==> src/rtl/barycentric_pixel_scanner_pkg.sv <==
// Shared rasterizer definitions: scanner states, screen size, default widths and
// the fixed-point pixel-centre helper used by the scanner and the interpolator bench.
package barycentric_pixel_scanner_pkg;

  localparam int DEF_XWIDTH     = 16;
  localparam int DEF_YWIDTH     = 16;
  localparam int DEF_FRAC       = 4;
  localparam int DEF_VAL_WIDTH  = 16;
  localparam int DEF_AINV_WIDTH = 16;
  localparam int SCREEN_W       = 320;
  localparam int SCREEN_H       = 240;

  typedef enum logic [1:0] {
    IDLE  = 2'd0,
    BBOX  = 2'd1,
    CLAMP = 2'd2,
    SCAN  = 2'd3
  } scan_state_t;

  // Integer pixel index -> fixed-point centre (p + 0.5); callers truncate to their width.
  function automatic logic signed [31:0] pixel_centre(input logic signed [31:0] p, input int frac);
    pixel_centre = (p <<< frac) | (32'sd1 <<< (frac - 1));
  endfunction

endpackage

==> src/rtl/barycentric_pixel_scanner_if.sv <==
// Triangle-in / pixel-out bundle of the scanner. The scanner uses the slave view;
// the triangle source and pixel sink (interpolator or bench) use the master view.
interface barycentric_pixel_scanner_if #(
  parameter int XWIDTH     = barycentric_pixel_scanner_pkg::DEF_XWIDTH,
  parameter int YWIDTH     = barycentric_pixel_scanner_pkg::DEF_YWIDTH,
  parameter int VAL_WIDTH  = barycentric_pixel_scanner_pkg::DEF_VAL_WIDTH,
  parameter int AINV_WIDTH = barycentric_pixel_scanner_pkg::DEF_AINV_WIDTH,
  parameter int SCREEN_W   = barycentric_pixel_scanner_pkg::SCREEN_W,
  parameter int SCREEN_H   = barycentric_pixel_scanner_pkg::SCREEN_H
) ();

  logic                          tri_valid_in;
  logic                          tri_ready_out;
  logic [3*XWIDTH-1:0]           x_tri_in;
  logic [3*YWIDTH-1:0]           y_tri_in;
  logic [3*VAL_WIDTH-1:0]        vals_in;
  logic [AINV_WIDTH-1:0]         iarea_in;
  logic                          ready_in;
  logic                          pix_valid_out;
  logic [XWIDTH-1:0]             x_out;
  logic [YWIDTH-1:0]             y_out;
  logic [$clog2(SCREEN_W)-1:0]   hcount_out;
  logic [$clog2(SCREEN_H)-1:0]   vcount_out;
  logic [3*XWIDTH-1:0]           x_tri_out;
  logic [3*YWIDTH-1:0]           y_tri_out;
  logic [3*VAL_WIDTH-1:0]        vals_out;
  logic [AINV_WIDTH-1:0]         iarea_out;
  logic                          last_out;
  logic                          tri_done_out;

  modport master (
    output tri_valid_in, x_tri_in, y_tri_in, vals_in, iarea_in, ready_in,
    input  tri_ready_out, pix_valid_out, x_out, y_out, hcount_out, vcount_out,
           x_tri_out, y_tri_out, vals_out, iarea_out, last_out, tri_done_out
  );

  modport slave (
    input  tri_valid_in, x_tri_in, y_tri_in, vals_in, iarea_in, ready_in,
    output tri_ready_out, pix_valid_out, x_out, y_out, hcount_out, vcount_out,
           x_tri_out, y_tri_out, vals_out, iarea_out, last_out, tri_done_out
  );

endinterface

==> src/rtl/barycentric_pixel_scanner_bbox_clamp.sv <==
// Combinational bounding-box stage: vertex min/max in integer pixels, then screen
// clamp and skip decision on the parent's registered box.
module barycentric_pixel_scanner_bbox_clamp #(
  parameter int XWIDTH     = barycentric_pixel_scanner_pkg::DEF_XWIDTH,
  parameter int YWIDTH     = barycentric_pixel_scanner_pkg::DEF_YWIDTH,
  parameter int FRAC       = barycentric_pixel_scanner_pkg::DEF_FRAC,
  parameter int AINV_WIDTH = barycentric_pixel_scanner_pkg::DEF_AINV_WIDTH,
  parameter int SCREEN_W   = barycentric_pixel_scanner_pkg::SCREEN_W,
  parameter int SCREEN_H   = barycentric_pixel_scanner_pkg::SCREEN_H
) (
  input  logic [3*XWIDTH-1:0]             x_tri_i,
  input  logic [3*YWIDTH-1:0]             y_tri_i,
  output logic signed [XWIDTH-FRAC-1:0]   xmin_o,
  output logic signed [XWIDTH-FRAC-1:0]   xmax_o,
  output logic signed [YWIDTH-FRAC-1:0]   ymin_o,
  output logic signed [YWIDTH-FRAC-1:0]   ymax_o,
  input  logic signed [XWIDTH-FRAC-1:0]   xmin_i,
  input  logic signed [XWIDTH-FRAC-1:0]   xmax_i,
  input  logic signed [YWIDTH-FRAC-1:0]   ymin_i,
  input  logic signed [YWIDTH-FRAC-1:0]   ymax_i,
  input  logic [AINV_WIDTH-1:0]           iarea_i,
  output logic signed [XWIDTH-FRAC-1:0]   cxmin_o,
  output logic signed [XWIDTH-FRAC-1:0]   cxmax_o,
  output logic signed [YWIDTH-FRAC-1:0]   cymin_o,
  output logic signed [YWIDTH-FRAC-1:0]   cymax_o,
  output logic                            skip_o
);
  import barycentric_pixel_scanner_pkg::*;

  localparam int XI = XWIDTH - FRAC;
  localparam int YI = YWIDTH - FRAC;
  localparam logic signed [XI-1:0] XLIM = XI'(SCREEN_W - 1);
  localparam logic signed [YI-1:0] YLIM = YI'(SCREEN_H - 1);

  logic signed [XI-1:0] xv [3];
  logic signed [YI-1:0] yv [3];

  // Taking the top bits of a two's-complement fixed-point value is a floor.
  always_comb begin
    for (int i = 0; i < 3; i++) begin
      xv[i] = x_tri_i[i*XWIDTH+FRAC +: XI];
      yv[i] = y_tri_i[i*YWIDTH+FRAC +: YI];
    end
    xmin_o = xv[0];
    xmax_o = xv[0];
    ymin_o = yv[0];
    ymax_o = yv[0];
    for (int i = 1; i < 3; i++) begin
      if (xv[i] < xmin_o) xmin_o = xv[i];
      if (xv[i] > xmax_o) xmax_o = xv[i];
      if (yv[i] < ymin_o) ymin_o = yv[i];
      if (yv[i] > ymax_o) ymax_o = yv[i];
    end
  end

  always_comb begin
    skip_o  = (iarea_i == '0) || xmax_i[XI-1] || ymax_i[YI-1] ||
              (xmin_i > XLIM) || (ymin_i > YLIM);
    cxmin_o = xmin_i[XI-1] ? '0 : xmin_i;
    cxmax_o = (xmax_i > XLIM) ? XLIM : xmax_i;
    cymin_o = ymin_i[YI-1] ? '0 : ymin_i;
    cymax_o = (ymax_i > YLIM) ? YLIM : ymax_i;
  end

endmodule

==> src/rtl/barycentric_pixel_scanner.sv <==
// Rasterizer front end: accepts a triangle, clamps its bounding box to the screen and
// walks it row-major, one registered pixel centre per accepted cycle.
//
//  state | meaning
//  IDLE  | ready for a triangle; registers all triangle inputs on handshake
//  BBOX  | register vertex min/max in integer pixels
//  CLAMP | clamp box to screen; skip (done pulse) or load first pixel
//  SCAN  | present pixels, advance on ready_in, retire on last transfer
module barycentric_pixel_scanner #(
  parameter int XWIDTH     = barycentric_pixel_scanner_pkg::DEF_XWIDTH,
  parameter int YWIDTH     = barycentric_pixel_scanner_pkg::DEF_YWIDTH,
  parameter int FRAC       = barycentric_pixel_scanner_pkg::DEF_FRAC,
  parameter int VAL_WIDTH  = barycentric_pixel_scanner_pkg::DEF_VAL_WIDTH,
  parameter int AINV_WIDTH = barycentric_pixel_scanner_pkg::DEF_AINV_WIDTH,
  parameter int SCREEN_W   = barycentric_pixel_scanner_pkg::SCREEN_W,
  parameter int SCREEN_H   = barycentric_pixel_scanner_pkg::SCREEN_H
) (
  input logic                        clk_in,
  input logic                        rst_n_in,
  barycentric_pixel_scanner_if.slave scan_if
);
  import barycentric_pixel_scanner_pkg::*;

  localparam int XI = XWIDTH - FRAC;
  localparam int YI = YWIDTH - FRAC;
  localparam int HW = $clog2(SCREEN_W);
  localparam int VW = $clog2(SCREEN_H);

  localparam logic [1:0] ST_IDLE  = IDLE;
  localparam logic [1:0] ST_BBOX  = BBOX;
  localparam logic [1:0] ST_CLAMP = CLAMP;
  localparam logic [1:0] ST_SCAN  = SCAN;

  logic [1:0]               state_q, state_d;
  logic                     tri_ready_q, tri_ready_d;
  logic [3*XWIDTH-1:0]      xt_q, xt_d;
  logic [3*YWIDTH-1:0]      yt_q, yt_d;
  logic [3*VAL_WIDTH-1:0]   vals_q, vals_d;
  logic [AINV_WIDTH-1:0]    iarea_q, iarea_d;
  logic signed [XI-1:0]     xmin_q, xmin_d, xmax_q, xmax_d, px_q, px_d;
  logic signed [YI-1:0]     ymin_q, ymin_d, ymax_q, ymax_d, py_q, py_d;
  logic                     pix_valid_q, pix_valid_d;
  logic                     last_q, last_d;

  logic signed [XI-1:0]     bb_xmin, bb_xmax, cl_xmin, cl_xmax;
  logic signed [YI-1:0]     bb_ymin, bb_ymax, cl_ymin, cl_ymax;
  logic                     skip;
  logic                     xfer;

  barycentric_pixel_scanner_bbox_clamp #(
    .XWIDTH     (XWIDTH),
    .YWIDTH     (YWIDTH),
    .FRAC       (FRAC),
    .AINV_WIDTH (AINV_WIDTH),
    .SCREEN_W   (SCREEN_W),
    .SCREEN_H   (SCREEN_H)
  ) u_bbox_clamp (
    .x_tri_i (xt_q),
    .y_tri_i (yt_q),
    .xmin_o  (bb_xmin),
    .xmax_o  (bb_xmax),
    .ymin_o  (bb_ymin),
    .ymax_o  (bb_ymax),
    .xmin_i  (xmin_q),
    .xmax_i  (xmax_q),
    .ymin_i  (ymin_q),
    .ymax_i  (ymax_q),
    .iarea_i (iarea_q),
    .cxmin_o (cl_xmin),
    .cxmax_o (cl_xmax),
    .cymin_o (cl_ymin),
    .cymax_o (cl_ymax),
    .skip_o  (skip)
  );

  assign xfer = pix_valid_q & scan_if.ready_in;

  always_comb begin
    state_d     = state_q;
    xt_d        = xt_q;
    yt_d        = yt_q;
    vals_d      = vals_q;
    iarea_d     = iarea_q;
    xmin_d      = xmin_q;
    xmax_d      = xmax_q;
    ymin_d      = ymin_q;
    ymax_d      = ymax_q;
    px_d        = px_q;
    py_d        = py_q;
    pix_valid_d = pix_valid_q;
    last_d      = last_q;
    case (state_q)
      ST_IDLE: begin
        if (scan_if.tri_valid_in && tri_ready_q) begin
          xt_d    = scan_if.x_tri_in;
          yt_d    = scan_if.y_tri_in;
          vals_d  = scan_if.vals_in;
          iarea_d = scan_if.iarea_in;
          state_d = ST_BBOX;
        end
      end
      ST_BBOX: begin
        xmin_d  = bb_xmin;
        xmax_d  = bb_xmax;
        ymin_d  = bb_ymin;
        ymax_d  = bb_ymax;
        state_d = ST_CLAMP;
      end
      ST_CLAMP: begin
        if (skip) begin
          state_d = ST_IDLE;
        end else begin
          // The clamped box replaces the raw one; SCAN wraps against it.
          xmin_d      = cl_xmin;
          xmax_d      = cl_xmax;
          ymin_d      = cl_ymin;
          ymax_d      = cl_ymax;
          px_d        = cl_xmin;
          py_d        = cl_ymin;
          pix_valid_d = 1'b1;
          last_d      = (cl_xmin == cl_xmax) && (cl_ymin == cl_ymax);
          state_d     = ST_SCAN;
        end
      end
      ST_SCAN: begin
        if (xfer) begin
          if (last_q) begin
            pix_valid_d = 1'b0;
            last_d      = 1'b0;
            state_d     = ST_IDLE;
          end else begin
            if (px_q == xmax_q) begin
              px_d = xmin_q;
              py_d = py_q + 1'b1;
            end else begin
              px_d = px_q + 1'b1;
            end
            last_d = (px_d == xmax_q) && (py_d == ymax_q);
          end
        end
      end
      default: state_d = ST_IDLE;
    endcase
    tri_ready_d = (state_d == ST_IDLE);
  end

  always_ff @(posedge clk_in or negedge rst_n_in) begin
    if (!rst_n_in) begin
      state_q     <= ST_IDLE;
      tri_ready_q <= 1'b0;
      xt_q        <= '0;
      yt_q        <= '0;
      vals_q      <= '0;
      iarea_q     <= '0;
      xmin_q      <= '0;
      xmax_q      <= '0;
      ymin_q      <= '0;
      ymax_q      <= '0;
      px_q        <= '0;
      py_q        <= '0;
      pix_valid_q <= 1'b0;
      last_q      <= 1'b0;
    end else begin
      state_q     <= state_d;
      tri_ready_q <= tri_ready_d;
      xt_q        <= xt_d;
      yt_q        <= yt_d;
      vals_q      <= vals_d;
      iarea_q     <= iarea_d;
      xmin_q      <= xmin_d;
      xmax_q      <= xmax_d;
      ymin_q      <= ymin_d;
      ymax_q      <= ymax_d;
      px_q        <= px_d;
      py_q        <= py_d;
      pix_valid_q <= pix_valid_d;
      last_q      <= last_d;
    end
  end

  // Centres are forced to zero outside a valid pixel so idle/reset outputs read 0.
  assign scan_if.x_out = pix_valid_q ? XWIDTH'(pixel_centre(32'(px_q), FRAC)) : '0;
  assign scan_if.y_out = pix_valid_q ? YWIDTH'(pixel_centre(32'(py_q), FRAC)) : '0;

  assign scan_if.tri_ready_out = tri_ready_q;
  assign scan_if.pix_valid_out = pix_valid_q;
  assign scan_if.hcount_out    = px_q[HW-1:0];
  assign scan_if.vcount_out    = py_q[VW-1:0];
  assign scan_if.x_tri_out     = xt_q;
  assign scan_if.y_tri_out     = yt_q;
  assign scan_if.vals_out      = vals_q;
  assign scan_if.iarea_out     = iarea_q;
  assign scan_if.last_out      = last_q;
  assign scan_if.tri_done_out  = ((state_q == ST_CLAMP) && skip) ||
                                 ((state_q == ST_SCAN) && xfer && last_q);

endmodule
==> src/flat_wrapper.sv <==
// flat-port wrapper written by rule: the top's interface ports become plain ports
module barycentric_pixel_scanner_flat import barycentric_pixel_scanner_pkg::*;
#(
  parameter int XWIDTH     = barycentric_pixel_scanner_pkg::DEF_XWIDTH,
  parameter int YWIDTH     = barycentric_pixel_scanner_pkg::DEF_YWIDTH,
  parameter int FRAC       = barycentric_pixel_scanner_pkg::DEF_FRAC,
  parameter int VAL_WIDTH  = barycentric_pixel_scanner_pkg::DEF_VAL_WIDTH,
  parameter int AINV_WIDTH = barycentric_pixel_scanner_pkg::DEF_AINV_WIDTH,
  parameter int SCREEN_W   = barycentric_pixel_scanner_pkg::SCREEN_W,
  parameter int SCREEN_H   = barycentric_pixel_scanner_pkg::SCREEN_H
)
  (clk_in, rst_n_in, scan_if_tri_valid_in, scan_if_x_tri_in, scan_if_y_tri_in, scan_if_vals_in, scan_if_iarea_in, scan_if_ready_in, scan_if_tri_ready_out, scan_if_pix_valid_out, scan_if_x_out, scan_if_y_out, scan_if_hcount_out, scan_if_vcount_out, scan_if_x_tri_out, scan_if_y_tri_out, scan_if_vals_out, scan_if_iarea_out, scan_if_last_out, scan_if_tri_done_out);
  barycentric_pixel_scanner_if #(.XWIDTH(XWIDTH), .YWIDTH(YWIDTH), .VAL_WIDTH(VAL_WIDTH), .AINV_WIDTH(AINV_WIDTH), .SCREEN_W(SCREEN_W), .SCREEN_H(SCREEN_H)) scan_if_i ();
  input logic clk_in;
  input logic rst_n_in;
  input wire logic [$bits(scan_if_i.tri_valid_in)-1:0] scan_if_tri_valid_in;
  input wire logic [$bits(scan_if_i.x_tri_in)-1:0] scan_if_x_tri_in;
  input wire logic [$bits(scan_if_i.y_tri_in)-1:0] scan_if_y_tri_in;
  input wire logic [$bits(scan_if_i.vals_in)-1:0] scan_if_vals_in;
  input wire logic [$bits(scan_if_i.iarea_in)-1:0] scan_if_iarea_in;
  input wire logic [$bits(scan_if_i.ready_in)-1:0] scan_if_ready_in;
  output wire logic [$bits(scan_if_i.tri_ready_out)-1:0] scan_if_tri_ready_out;
  output wire logic [$bits(scan_if_i.pix_valid_out)-1:0] scan_if_pix_valid_out;
  output wire logic [$bits(scan_if_i.x_out)-1:0] scan_if_x_out;
  output wire logic [$bits(scan_if_i.y_out)-1:0] scan_if_y_out;
  output wire logic [$bits(scan_if_i.hcount_out)-1:0] scan_if_hcount_out;
  output wire logic [$bits(scan_if_i.vcount_out)-1:0] scan_if_vcount_out;
  output wire logic [$bits(scan_if_i.x_tri_out)-1:0] scan_if_x_tri_out;
  output wire logic [$bits(scan_if_i.y_tri_out)-1:0] scan_if_y_tri_out;
  output wire logic [$bits(scan_if_i.vals_out)-1:0] scan_if_vals_out;
  output wire logic [$bits(scan_if_i.iarea_out)-1:0] scan_if_iarea_out;
  output wire logic [$bits(scan_if_i.last_out)-1:0] scan_if_last_out;
  output wire logic [$bits(scan_if_i.tri_done_out)-1:0] scan_if_tri_done_out;
  assign scan_if_i.tri_valid_in = scan_if_tri_valid_in;
  assign scan_if_i.x_tri_in = scan_if_x_tri_in;
  assign scan_if_i.y_tri_in = scan_if_y_tri_in;
  assign scan_if_i.vals_in = scan_if_vals_in;
  assign scan_if_i.iarea_in = scan_if_iarea_in;
  assign scan_if_i.ready_in = scan_if_ready_in;
  assign scan_if_tri_ready_out = scan_if_i.tri_ready_out;
  assign scan_if_pix_valid_out = scan_if_i.pix_valid_out;
  assign scan_if_x_out = scan_if_i.x_out;
  assign scan_if_y_out = scan_if_i.y_out;
  assign scan_if_hcount_out = scan_if_i.hcount_out;
  assign scan_if_vcount_out = scan_if_i.vcount_out;
  assign scan_if_x_tri_out = scan_if_i.x_tri_out;
  assign scan_if_y_tri_out = scan_if_i.y_tri_out;
  assign scan_if_vals_out = scan_if_i.vals_out;
  assign scan_if_iarea_out = scan_if_i.iarea_out;
  assign scan_if_last_out = scan_if_i.last_out;
  assign scan_if_tri_done_out = scan_if_i.tri_done_out;
  barycentric_pixel_scanner #(.XWIDTH(XWIDTH), .YWIDTH(YWIDTH), .FRAC(FRAC), .VAL_WIDTH(VAL_WIDTH), .AINV_WIDTH(AINV_WIDTH), .SCREEN_W(SCREEN_W), .SCREEN_H(SCREEN_H)) u_core (.clk_in(clk_in), .rst_n_in(rst_n_in), .scan_if(scan_if_i));
endmodule
==> config.mk <==
export PLATFORM = sky130hd
export DESIGN_NAME = barycentric_pixel_scanner_flat
export DESIGN_NICKNAME = d
export VERILOG_FILES = /design/src/rtl/barycentric_pixel_scanner_pkg.sv /design/src/rtl/barycentric_pixel_scanner_if.sv /design/src/rtl/barycentric_pixel_scanner_bbox_clamp.sv /design/src/rtl/barycentric_pixel_scanner.sv /design/src/flat_wrapper.sv
export SDC_FILE = /design/constraint.sdc
export NUM_CORES = 1
export LEC_CHECK = 0
export CAP_MARGIN = 10
export CORE_ASPECT_RATIO = 1.2
export CORE_UTILIZATION = 40
export CTS_BUF_LIST = sky130_fd_sc_hd__clkbuf_16
export DETAILED_ROUTE_END_ITERATION = 16
export PLACE_DENSITY = 0.65
export SYNTH_ARGS = -nofsm -noshare
export SYNTH_HDL_FRONTEND = slang
export SYNTH_SLANG_ARGS = --single-unit
==> constraint.sdc <==
create_clock -name clk_in -period 5.9 [get_ports clk_in]
set_input_delay 1.18 -clock clk_in [delete_from_list [all_inputs] [get_ports clk_in]]
set_output_delay 1.18 -clock clk_in [all_outputs]
set_load 0.05 [all_outputs]
=== Yosys cells after proc, flatten, opt, wreduce, memory -nomap -nowiden ===
Cells that the tools add are included.

* Register bits: 237

* Add/sub/neg operators: 2
* Order comparisons: 12
* Equality and inequality tests: 12
* Multiplexer cells: 49
* Bitwise logic cells: 1
* Reduce and logical (&&, ||, !) cells: 21

{| class="wikitable"
|+ Operators with widths
! kind !! number
|-
| $mux 12 || 26
|-
| $pmux 12 s2 || 6
|-
| $eq 12x12->1 || 5
|-
| $gt 12x12->1 || 4
|-
| $lt 12x12->1 || 4
|-
| $mux 16 || 2
|-
| $add 12x1->12 const B || 2
|-
| $gt 12x10->1 const B || 2
|-
| $gt 12x9->1 const B || 2
|-
| $mux 11 || 2
|-
| $logic_not 16->1 || 1
|-
| $mux 2 || 4
|-
| $pmux 2 s4 || 1
|-
| $reduce_and 4->1 || 2
|-
| $logic_and 1x1->1 || 6
|-
| $mux 1 || 6
|-
| $logic_or 1x1->1 || 5
|-
| $eq 2x2->1 const B || 2
|-
| $logic_not 2->1 || 2
|-
| $ne 2x1->1 const B || 2
|-
| $ne 2x2->1 const B || 2
|-
| $pmux 1 s2 || 2
|-
| $reduce_and 2->1 || 2
|-
| $reduce_bool 2->1 || 2
|-
| other kinds (3) || 3
|}

=== Depth between registers and ports, before layout ===
* Depth in word-level cells: 10
* Depth in mapped cells: 19
* Gate-level depth less buffers: 17

=== By module ===
From an unflattened synthesis, not the netlist that was laid out.

* Cell total of the unflattened synthesis: 1422
* Area, all modules: 14711.6 um^2

{| class="wikitable"
|+ By module, submodules not included
! module !! instances !! cells an instance !! area each (um^2) !! sequential area each (um^2)
|-
| barycentric_pixel_scanner || 1 || 979 || 11332.1 || 5930.7
|-
| barycentric_pixel_scanner_bbox_clamp || 1 || 443 || 3379.5 || 0.0
|}

=== Worst setup path before layout ===
No wires, ideal clock.

* Path type: flip-flop to flip-flop
* Start point: reg u_core.yt_q[5], in the netlist u_core.scan_if.y_tri_out[5]
* End point: reg u_core.ymax_q[10]
* Data arrival time: 4692 ps
* Required time: 5780 ps
* Setup slack: 1088 ps
* Stages on the path, launching flop included: 19
* Path buffers: 3
* Period minus slack after synthesis: 4812 ps
* Cell sequence: dfrtp_1 > inv_1 > ha_1 > nor2b_1 > o211ai_1 > a21boi_1 > or4_1 > clkbuf_1 > nand3_1 > buf_2 > mux2i_1 > ha_1 > a2111oi_0 > o21ai_0 > a31o_2 > a31oi_1 > clkbuf_1 > a21oi_1 > a31o_2

* Cells in the longest elaborated chain, start to end: 5

{| class="wikitable"
|+ RTL lines
! element !! line !! RTL
|-
| start, declared || barycentric_pixel_scanner.sv:37 || <nowiki>logic [3*YWIDTH-1:0] yt_q, yt_d;</nowiki>
|-
| start signal, assigned || barycentric_pixel_scanner.sv:167 || <nowiki>yt_q <= yt_d;</nowiki>
|-
| $gt 12x12->1 || barycentric_pixel_scanner_bbox_clamp.sv:52 || <nowiki>if (yv[i] > ymax_o) ymax_o = yv[i];</nowiki>
|-
| $mux 12 (*) || barycentric_pixel_scanner_bbox_clamp.sv:52 ||
|-
| $gt 12x12->1 || barycentric_pixel_scanner_bbox_clamp.sv:52 ||
|-
| $mux 12 (*) || barycentric_pixel_scanner_bbox_clamp.sv:52 ||
|-
| $pmux 12 s2 (*) || barycentric_pixel_scanner.sv:92 || <nowiki>case (state_q)</nowiki>
|-
| end signal, assigned || barycentric_pixel_scanner.sv:173 || <nowiki>ymax_q <= ymax_d;</nowiki>
|-
| end, declared || barycentric_pixel_scanner.sv:41 || <nowiki>logic signed [YI-1:0] ymin_q, ymin_d, ymax_q, ymax_d, py_q, py_d;</nowiki>
|}

Mark *: on every way between the ends. The rest lies on a longest branch, timed or not.
A chain may end at the register's enable or synchronous reset.

=== Worst setup path in the final report ===
* Start point: reg u_core.xt_q[15], in the netlist u_core.scan_if.x_tri_out[15]
* End point: reg u_core.xmax_q[7]

* Cells in the longest elaborated chain, start to end: 5

{| class="wikitable"
|+ RTL lines
! element !! line !! RTL
|-
| start, declared || barycentric_pixel_scanner.sv:36 || <nowiki>logic [3*XWIDTH-1:0] xt_q, xt_d;</nowiki>
|-
| start signal, assigned || barycentric_pixel_scanner.sv:166 || <nowiki>xt_q <= xt_d;</nowiki>
|-
| $gt 12x12->1 || barycentric_pixel_scanner_bbox_clamp.sv:50 || <nowiki>if (xv[i] > xmax_o) xmax_o = xv[i];</nowiki>
|-
| $mux 12 (*) || barycentric_pixel_scanner_bbox_clamp.sv:50 ||
|-
| $gt 12x12->1 || barycentric_pixel_scanner_bbox_clamp.sv:50 ||
|-
| $mux 12 (*) || barycentric_pixel_scanner_bbox_clamp.sv:50 ||
|-
| $pmux 12 s2 (*) || barycentric_pixel_scanner.sv:92 ||
|-
| end signal, assigned || barycentric_pixel_scanner.sv:171 || <nowiki>xmax_q <= xmax_d;</nowiki>
|-
| end, declared || barycentric_pixel_scanner.sv:40 || <nowiki>logic signed [XI-1:0] xmin_q, xmin_d, xmax_q, xmax_d, px_q, px_d;</nowiki>
|}

Marks and branches as above.

==> flow_metrics.py <==
metrics = {
    "status": {
        "outcome": "complete, no violations",
    },
    "sta": {
        "slew_headroom_pct": 34.53,
        "worst_slew_pin_slew_ns": 0.9820,
        "finalHoldViolations": 0,
        "finalSetupTns_ns": 0,
        "min_period_over_period_pct": 86.43,
        "finalSetupViolCount": 0,
        "worst_clock_skew_ns": 0.01363,
        "finalWorstPathRequiredPeriod_ns": 5.099,
        "final_max_slew_viol_count": 0,
        "max_clock_freq_ghz": 0.1961,
        "rsz0062_at_grt": "no",
    },
    "critical_path": {
        "critical_path_class": "flip-flop to flip-flop",
        "arrival_ns": 5.56,
        "worst_path_largest_cell_delay_ns": 0.68,
        "regToRegEndpoint": "u_core.xmax_q[7]",
        "timing.critical_path.cells": "inv_1 -> ha_1 -> nand4_1 -> o21ai_0 -> a21boi_0 -> o41a_1 -> o31a_1 -> mux2i_1 -> ha_1 -> nor2b_1 -> o21a_1 -> o21a_1 -> o211ai_1 -> a31oi_1 -> nor2_1 -> buf_4 -> mux2i_1 -> o2bb2ai_1",
        "critical_path.slowest_cell": "o41a_1",
        "critical_path.reg2reg.startpoint": "u_core.scan_if.x_tri_out[15]",
        "worstPathRequired_ns": 6.36,
        "timing.critical_path.to": "u_core.xmax_q[7]",
        "r2r_slack_ns": 0.80,
        "path_delay_family": "compound AO/OA/AOI/OAI gates",
        "reg2reg_depth": 18,
        "top_fanout_value_on_the_critical_path": 13,
        "critPathLaunchType": "flip-flop",
        "cp.buffers_inverters": 2,
        "critical_path_startpoint": "u_core.scan_if.x_tri_out[15]",
        "critical_path_depth": 18,
        "crit_end_element": "flip-flop",
    },
    "clock_network": {
        "cts_made_buffers": 27,
        "clockBufferDepth": 3,
        "tritoncts_clock_tree": "built",
        "cts.sink_count": 237,
        "ctsHtreeMaxLevel": 1,
        "postCtsHoldBufs": 0,
        "cts_root_buffer": "clkbuf_16",
        "clk-insertion-delay-late_ns": 0.55,
        "worst_setup_hold_path_clk_slew_ns": 0.06,
        "cts_setup_buffers": 0,
        "post_cts.resized_instances": 0,
    },
    "floorplan": {
        "die_y_um": 207.1,
        "row_count": 74,
        "io_pins": 377,
        "die_width_um": 172.9,
        "start_util_pct": 40.93,
        "floorplan.die_area_mm2": 0.03581,
        "design.core.area_mm2": 0.03426,
    },
    "place": {
        "post_dp_cell_area_mm2": 0.01797,
        "placed_cells_incl_taps": 2164,
        "place_hpwl_um": 35280,
        "port_buffers": 370,
        "gp_routability_congestion": 0.9411,
    },
    "route": {
        "avgViaCountPerCell": 5.617,
        "final_antenna_net_count": 0,
        "wl_per_cell_um": 21.12,
        "routed-via-count": 12430,
        "drt_pre_antenna_iters": 5,
        "drc": 0,
        "postRouteWirelength_um": 46710,
        "initialDrtViolationCount": 925,
    },
    "grt": {
        "wire_length_of_the_first_global_routing_pass_um": 72910,
        "grt_pass1_vias": 12550,
        "antenna_found_initial": 1,
        "maximum_number_of_pins_on_one_net_before_global_route_repair": 125,
        "grt_usage_pct": 25.83,
        "gr-total-overflow": 0,
    },
    "run": {
        "max_cap_violations": 0,
    },
    "synth": {
        "ys_types": 71,
        "yosysWarningCount": 0,
        "mean_instance_size_in_the_synthesized_netlist_um2": 9.888,
        "syn_inst": 1418,
        "synth_seq_cells": 237,
        "seq_area_frac_synth_pct": 42.30,
        "synth-main-ff-cell": "dfrtp_1",
        "synth-edff-count": 0,
        "syn_area_mm2": 0.01402,
        "synthArstFlopShare_pct": 100.0,
    },
    "final_layout": {
        "postLayoutCellArea_mm2": 0.01890,
        "finalNetCount": 1973,
        "filler_cell_count": 3103,
        "drive_gt1_share_pct": 12.02,
        "area_growth_syn_to_layout_pct": 34.78,
        "finish.utilization_pct": 55.16,
        "leading_cell_types_in_the_layout_fill_and_taps_excluded": "clkdlybuf4s50_1 (369), dfrtp_1 (237), mux2_2 (137)",
        "layout_commonest_cell": "clkdlybuf4s50_1",
        "finalNonFillerCells": 2212,
    },
    "worst_hold_path": {
        "worstHoldPathType": "flip-flop to flip-flop",
    },
}
[registers in the layout (all words and copies together) (netlist names), 2 cells and up]
| name | count |
|---|---|
| u_core.py_q | 12 |
| u_core.scan_if.vals_out | 48 |
| u_core.ymin_q | 12 |
| u_core.scan_if.x_tri_out | 48 |
| u_core.xmin_q | 12 |
| u_core.state_q | 2 |
| u_core.ymax_q | 12 |
| u_core.xmax_q | 12 |
| u_core.px_q | 12 |
| u_core.scan_if.iarea_out | 16 |
| u_core.scan_if.y_tri_out | 48 |
[cells by family (layout without fill, tap and decap cells)]
logic type               Yosys count  count (layout)  share of synthesized area [%]
adder cells (fa/ha/maj)           72              72                          6.425
multiplexers                     190             190                          14.79
other                              1               7                        0.02675
AO/OA/AOI/OAI                    327             327                          15.02
flip-flops                       237             237                          42.30
XOR/XNOR                          45              45                          2.811
AND/OR/NAND/NOR                  377             377                          13.25
buffers and inverters            169             501                          5.381
[worst min path at each step]
stage | start | end | slack (ns) | cells past startpoint
finish | u_core.scan_if.y_tri_out[1] | u_core.scan_if.y_tri_out[1] | 0.50 | 1
global route | u_core.scan_if.vals_out[0] | u_core.scan_if.vals_out[0] | 0.52 | 1
CTS | u_core.scan_if.y_tri_out[3] | u_core.scan_if.y_tri_out[3] | 0.51 | 1
detailed placement | u_core.scan_if.vals_out[34] | u_core.scan_if.vals_out[34] | 0.49 | 1
global placement | u_core.scan_if.vals_out[42] | u_core.scan_if.vals_out[42] | 0.49 | 1
floorplan | u_core.ymin_q[0] | u_core.ymin_q[0] | 0.45 | 2
[stage by stage]
stage	hold slack, ns	setup WS (ns)
final	0.5025	0.8005
after global placement	0.4874	1.087
after global routing	0.5177	0.4222
after floorplan	0.4543	1.088
after CTS	0.5081	0.9387
after detailed placement	0.4946	0.9591
[metal layers]
layer  global-route usage [%]  routed length [µm]  vias to the layer above
met4                    9.124                1598                        0
met5                        0                   0                        -
li1                         -                   -                     5757
met1                    31.64               18950                     6072
met2                    44.77               22840                      509
met3                    5.378                3323                       87
[cells in the mapped netlist, drive strengths merged, types with 6 or more instances]
library cell / instances / area share [%]
ha: 72 / 6.4
a31oi: 10 / 0.45
o211ai: 8 / 0.43
inv: 68 / 1.8
o2111ai: 7 / 0.44
mux2i: 53 / 3.8
nand3: 24 / 0.86
a22oi: 6 / 0.32
mux2: 137 / 11
o31ai: 14 / 0.75
o22ai: 8 / 0.36
nor3: 25 / 0.96
nand2b: 9 / 0.40
clkbuf: 65 / 1.7
a21o: 10 / 0.54
buf: 36 / 1.8
o21a: 7 / 0.37
nor2b: 12 / 0.54
and3: 7 / 0.31
dfrtp: 237 / 42
xor2: 16 / 1.0
nor2: 84 / 2.2
and2: 39 / 1.7
xnor2: 29 / 1.8
nor4: 16 / 0.87
a21oi: 93 / 3.3
o21ai: 81 / 2.9
o32ai: 13 / 0.81
nand2: 118 / 3.2
a211oi: 11 / 0.59
nand4: 20 / 0.89
[layout make-up]
class                   instances  area [µm²]  share of cell area, %
flip-flops and latches        237        5931                  31.38
clock inverters                20       250.2                  1.324
diodes                          1       2.502                0.01324
clock buffers                  27       675.6                  3.575
inverters                      68       255.2                  1.351
repair buffers                386        3854                  20.39
well taps                     456       570.5                  3.019
multi-input cells            1017        7360                  38.94
Power is not shown: default switching activity piles up to over one toggle a cycle in this logic, so the estimate is an artifact.
